### src/rtl/afb_accelerator_master.sv
// Core-side AFB initiator: turns one host valid/ready register command into
// a single 74-bit AFB request, waits for the 33-bit response and hands it
// back to the host. One transaction in flight; a response timeout protects
// the core, and a response that arrives after a timeout is drained so that
// requests and responses stay paired in order.
//
// state    | meaning
// ---------+-----------------------------------------------------------
// IDLE     | ready for a host command (unless a late response is owed)
// SEND_REQ | request word presented on the request pipe, awaiting ack
// WAIT_RSP | response pipe open, timeout counter running
// DELIVER  | response held for the host until rsp_ready
module afb_accelerator_master #(
    parameter int TIMEOUT_CYCLES = 1024,
    parameter int CNT_WIDTH      = 16
) (
    input  logic                 clk,
    input  logic                 reset,
    input  logic                 cmd_valid,
    output logic                 cmd_ready,
    input  logic                 cmd_read,
    input  logic                 cmd_lock,
    input  logic [3:0]           cmd_byte_mask,
    input  logic [35:0]          cmd_addr,
    input  logic [31:0]          cmd_wdata,
    output logic                 rsp_valid,
    input  logic                 rsp_ready,
    output logic [31:0]          rsp_rdata,
    output logic                 rsp_error,
    output logic                 rsp_timeout,
    output logic                 busy,
    output logic [CNT_WIDTH-1:0] txn_count,
    output logic                 AFB_ACCELERATOR_REQUEST_pipe_write_req,
    input  logic                 AFB_ACCELERATOR_REQUEST_pipe_write_ack,
    output logic [73:0]          AFB_ACCELERATOR_REQUEST_pipe_write_data,
    output logic                 AFB_ACCELERATOR_RESPONSE_pipe_read_req,
    input  logic                 AFB_ACCELERATOR_RESPONSE_pipe_read_ack,
    input  logic [32:0]          AFB_ACCELERATOR_RESPONSE_pipe_read_data
);

    typedef enum logic [1:0] {
        IDLE     = 2'd0,
        SEND_REQ = 2'd1,
        WAIT_RSP = 2'd2,
        DELIVER  = 2'd3
    } state_t;

    // Last counter value of the response window; unused when the timeout is disabled.
    localparam logic [CNT_WIDTH-1:0] TMO_LAST = CNT_WIDTH'(TIMEOUT_CYCLES - 1);

    state_t               state_q, state_d;
    logic [73:0]          req_data_q;
    logic [31:0]          rsp_rdata_q;
    logic                 rsp_error_q;
    logic                 rsp_timeout_q;
    logic [CNT_WIDTH-1:0] txn_count_q;
    logic [CNT_WIDTH-1:0] tmo_cnt_q;
    logic                 drain_pending_q;

    logic                 cmd_fire;
    logic                 tmo_hit;

    assign cmd_fire = cmd_valid & cmd_ready;
    // A response arriving on the expiry cycle takes priority over the timeout.
    assign tmo_hit  = (TIMEOUT_CYCLES != 0) && (tmo_cnt_q == TMO_LAST);

    // State register.
    always_ff @(posedge clk or posedge reset) begin
        if (reset) begin
            state_q <= IDLE;
        end else begin
            state_q <= state_d;
        end
    end

    // Next-state decode.
    always_comb begin
        state_d = state_q;
        case (state_q)
            IDLE: begin
                if (cmd_fire) state_d = SEND_REQ;
            end
            SEND_REQ: begin
                if (AFB_ACCELERATOR_REQUEST_pipe_write_ack) state_d = WAIT_RSP;
            end
            WAIT_RSP: begin
                if (AFB_ACCELERATOR_RESPONSE_pipe_read_ack || tmo_hit) state_d = DELIVER;
            end
            DELIVER: begin
                if (rsp_ready) state_d = IDLE;
            end
            default: state_d = IDLE;
        endcase
    end

    // Handshake outputs; cmd_ready is masked by reset so it reads 0 while reset is held.
    always_comb begin
        cmd_ready                              = (state_q == IDLE) && !drain_pending_q && !reset;
        AFB_ACCELERATOR_REQUEST_pipe_write_req = (state_q == SEND_REQ);
        AFB_ACCELERATOR_RESPONSE_pipe_read_req = (state_q == WAIT_RSP) || drain_pending_q;
        rsp_valid                              = (state_q == DELIVER);
        busy                                   = (state_q != IDLE) || drain_pending_q;
    end

    // Request capture, response capture, timeout counter, drain flag and transaction count.
    always_ff @(posedge clk or posedge reset) begin
        if (reset) begin
            req_data_q      <= '0;
            rsp_rdata_q     <= '0;
            rsp_error_q     <= 1'b0;
            rsp_timeout_q   <= 1'b0;
            txn_count_q     <= '0;
            tmo_cnt_q       <= '0;
            drain_pending_q <= 1'b0;
        end else begin
            if (state_q == IDLE && cmd_fire) begin
                req_data_q <= {cmd_lock, cmd_read, cmd_byte_mask, cmd_addr,
                               cmd_read ? 32'h0 : cmd_wdata};
            end

            if (state_q == SEND_REQ && AFB_ACCELERATOR_REQUEST_pipe_write_ack) begin
                tmo_cnt_q <= '0;
            end else if (state_q == WAIT_RSP) begin
                tmo_cnt_q <= tmo_cnt_q + 1'b1;
            end

            // Drain never overlaps WAIT_RSP: new commands are blocked while it is owed.
            if (drain_pending_q && AFB_ACCELERATOR_RESPONSE_pipe_read_ack) begin
                drain_pending_q <= 1'b0;
            end

            if (state_q == WAIT_RSP) begin
                if (AFB_ACCELERATOR_RESPONSE_pipe_read_ack) begin
                    rsp_error_q   <= AFB_ACCELERATOR_RESPONSE_pipe_read_data[32];
                    rsp_rdata_q   <= req_data_q[72] ? AFB_ACCELERATOR_RESPONSE_pipe_read_data[31:0]
                                                    : 32'h0;
                    rsp_timeout_q <= 1'b0;
                end else if (tmo_hit) begin
                    rsp_error_q     <= 1'b1;
                    rsp_rdata_q     <= 32'h0;
                    rsp_timeout_q   <= 1'b1;
                    drain_pending_q <= 1'b1;
                end
            end

            if (state_q == DELIVER && rsp_ready) begin
                txn_count_q <= txn_count_q + 1'b1;
            end
        end
    end

    assign rsp_rdata                               = rsp_rdata_q;
    assign rsp_error                               = rsp_error_q;
    assign rsp_timeout                             = rsp_timeout_q;
    assign txn_count                               = txn_count_q;
    assign AFB_ACCELERATOR_REQUEST_pipe_write_data = req_data_q;

endmodule

### config.mk
export PLATFORM = sky130hd
export DESIGN_NAME = afb_accelerator_master
export DESIGN_NICKNAME = d
export VERILOG_FILES = /design/src/rtl/afb_accelerator_master.sv
export SDC_FILE = /design/constraint.sdc
export NUM_CORES = 1
export LEC_CHECK = 0
export CAP_MARGIN = 10
export CORE_MARGIN = 2
export CORE_UTILIZATION = 43
export CTS_BUF_LIST = sky130_fd_sc_hd__clkbuf_8 sky130_fd_sc_hd__clkbuf_16
export DETAILED_ROUTE_END_ITERATION = 8
export GPL_TIMING_DRIVEN = 0
export PLACE_DENSITY = 0.86
export SLEW_MARGIN = 5
export SYNTH_ARGS = -nofsm -noshare
export SYNTH_HDL_FRONTEND = slang
export SYNTH_SLANG_ARGS = --single-unit
### constraint.sdc
create_clock -name clk -period 6.36 [get_ports clk]
set_clock_uncertainty 0.2 [all_clocks]
set_input_delay 0.954 -clock clk [delete_from_list [all_inputs] [get_ports clk]]
set_output_delay 0.954 -clock clk [all_outputs]
set_load 0.02 [all_outputs]
==> out/metrics.csv <==
stage,metric,value,unit
critical_path,Stages on worst setup path,5,
synth,largest cells by area after synthesis,"dfrtp_1 61%, mux2_2 8.3%, a22o_1 4.3%, nand2b_1 3.6%, o21ai_0 3.1%",
sta,min Tclk post-route,3.42,ns
pwr,Design Power,4.38,mW
sta,final setup margin,2.94,ns
critical_path,Critical Path End Type,primary output,
routing,WL/cell,17.4,um
synth,Synth top area share,61.0,%
synth,Yosys top cell by area,dfrtp_1,
pwr,Clk pwr share,25.1,%
critical_path,Critical Path AT,2.26,ns
sta,Slew Limit Fails,0,
sta,RSZ-0062 raised after global routing,false,
synth,"Avg Cell Area, Syn",12.2,um^2
clock_network,Clock transition at path regs,0.06,ns
pwr,switch share,33.6,%
synth,"count leader, synth",dfrtp_1,
routing,Residual DRC,0,
cells_and_area,P&R area growth vs syn,56.8,%
sta,Final Hold Violating Endpoints,0,
pwr,Peak supply drop,280,uV
clock_network,CTS Buf Count,17,
synth,Synth Register Bits,143,
synth,Post-Syn Area,5860,um^2
cells_and_area,Util after Layout,69.2,%
cells_and_area,# fillers,927,
sta,final setup fails,0,
sta,Least-Margin Pin Slew,0.743,ns
placed_design,placed cell count,897,
placed_design,GPL Wtd Cong,0.827,
critical_path,Buf/Inv on CP,3,
pwr,Flop pwr share,33.7,%
clock_network,Clock Tree Root,clkbuf_16,
outcome,status,"complete, no violations",
die,Initial Util,44.1,%
critical_path,"Max FO, Critical Path",10,
global_routing,vias in the first global route,5181,
pwr,sw power,1.47,mW
clock_network,number of clock sinks,143,
clock_network,# H-tree levels,4,
die,die area,14600,um^2
routing,post-route ant nets,0,
synth,post-synth cell types,40,
global_routing,first-pass GRT wire length,26200,um
routing,Pre-antenna DRT Iters,4,
routing,routed vias,4800,
critical_path,WP data required,5.21,ns
synth,"Seq/Total Area, Yosys",61.0,%
synth,syn nets,599,
synth,Post-Syn Instances,479,
placed_design,DPL Wire Length,11900,um
pwr,Pint,2.91,mW
die,IO Count,242,
die,Die Ht,121,um
routing,Vias/cell,5.17,
sta,Fmax achieved,0.293,GHz
synth,top_reg_cell synth,dfrtp_1,
pwr,Comb pwr share,41.2,%
synth,"EDFF count, synth",0,
routing,overall routed net length,16200,um
critical_path,WS Path Type,flop to primary output,
cells_and_area,share of cells above drive strength 1,12.1,%
clock_network,clk buf depth,2,
global_routing,largest net degree at the start of global routing,81,
pwr,pwr dens,476,nW/um^2
clock_network,post-CTS setup buffer count,0,
critical_path,crit-path max cell delay,0.54,ns
placed_design,# port buffers,241,
critical_path,Reg2Reg Depth,8,
hold_path,hold depth,2,
sta,Rel. slew slack,50.5,%
critical_path,CP cell instances,inv_1 > ha_1 > buf_2 > or2_2 > clkdlybuf4s50_1,
critical_path,startpoint types,flop,
pwr,P_leak,4.01,nW
cells_and_area,nets@finish,860,
critical_path,slowest cell on the critical path,clkdlybuf4s50_1,
hold_path,worst hold path type,flop to flop,
sta,final hold slack,0.278,ns
global_routing,initial antenna violation count,0,
cells_and_area,diode count,0,
run,MaxCap Viol Count,0,
die,Die Wd,121,um
die,core area,13300,um^2
placed_design,Place WS,2.52,ns
clock_network,cts repair resizes,0,
synth,Post-synth top cells,"143 x dfrtp_1, 45 x nand2_1, 43 x mux2_2",
routing,Initial DRC Count,237,
critical_path,family with the most delay on the worst path,buffers and inverters,
global_routing,grt total ovfl,0,
global_routing,GR Util All Layers,23.2,%
synth,Async SR Flop Fraction,100,%
clock_network,# hold bufs at CTS,0,
cells_and_area,final non-filler cell total,929,
clock_network,TritonCTS clock tree,done,
die,Core Rows,42,
synth,Yosys warnings,0,
sta,Final Cycle Share,53.7,%
clock_network,worst-skew pair later-pin latency,0.42,ns
## metal layers
metal	up-vias	wire length [um]	global-route usage (%)
met5	-	0	0
met4	0	281	7.70
met3	25	1430	9.10
met2	212	8200	40.4
met1	2374	6260	26.0
li1	2189	-	-
## final cells by class
cell class | instances | area, um^2 | area share [%]
timing repair buffer | 242 | 2440 | 26.5
multi-input combinational | 303 | 2140 | 23.2
buffer | 25 | 118 | 1.28
tap | 176 | 220 | 2.40
inverter | 8 | 35.0 | 0.381
clock buffer | 21 | 480 | 5.23
sequential | 143 | 3580 | 38.9
clock inverter | 11 | 185 | 2.01
## cells in the final DEF, fill, tap and decap left out, types with 2 or more instances in the layout
master	n
clkbuf_1	19
bufinv_16	5
dfrtp_1	143
and2_1	2
clkdlybuf4s50_1	241
nand2_1	45
nor2_1	17
nor4_1	3
buf_6	3
o31ai_1	2
mux2_2	43
or4_1	2
a22o_1	29
nand3_1	14
ha_1	7
clkbuf_16	17
buf_1	2
clkinv_2	3
o21ai_0	36
a21oi_1	10
inv_1	8
and3_1	4
nand4_1	7
clkbuf_8	4
xor2_1	10
and4_1	2
xnor2_1	13
or3_1	5
nand2b_1	34
or2_2	2
a22o_2	3
## metrics by stage
step           TNS (ns)  area [um^2]
2_1_floorplan         0         5860
3_3_place_gp     -54.89         8500
3_5_place_dp          0         8530
4_1_cts               0         9190
5_1_grt               0         9190
6_report              0         9190
## sequential cells by signal, indices dropped and copies added, names as in the netlist
name and cells:
AFB_ACCELERATOR_REQUEST_pipe_write_data 74, rsp_rdata 32, tmo_cnt_q 16, txn_count 16, state_q 2, drain_pending_q 1, rsp_error 1, rsp_timeout 1
## final timing paths
kind / slack (ns) / to / from
max: 2.94 / AFB_ACCELERATOR_RESPONSE_pipe_read_req / state_q[0]
min: 0.28 / AFB_ACCELERATOR_REQUEST_pipe_write_data[1] / AFB_ACCELERATOR_REQUEST_pipe_write_data[1]
max reg2reg: 3.39 / AFB_ACCELERATOR_REQUEST_pipe_write_data[15] / state_q[0]
min reg2reg: 0.28 / AFB_ACCELERATOR_REQUEST_pipe_write_data[1] / AFB_ACCELERATOR_REQUEST_pipe_write_data[1]
max in group asynchronous: 4.31 / AFB_ACCELERATOR_REQUEST_pipe_write_data[29] / reset
min in group asynchronous: 0.85 / tmo_cnt_q[1] / reset
## power groups by stage
stage	registers (mW)	clock network, mW	logic [mW]
2_1_floorplan	1.84	0	0.515
3_3_place_gp	1.45	0	1.77
3_5_place_dp	1.48	0	1.81
4_1_cts	1.47	1.12	1.83
5_1_grt	1.51	1.16	1.93
6_report	1.47	1.10	1.80
## cells by family after synthesis
group	Yosys count	share of synthesized area (%)
flops	143	61.0
simple gates	142	12.8
compound gates	86	10.0
mux	45	8.69
buf+inv	33	2.52
xor+xnor	23	3.44
fa+ha+maj	7	1.49
## tightest hold or removal path: stages, from the launching register on
cell	delay, ns
dfrtp_1	0.34
nand2_1	0.05
o21ai_0	0.06
No activity file was read; power rests on OpenSTA's default activity.
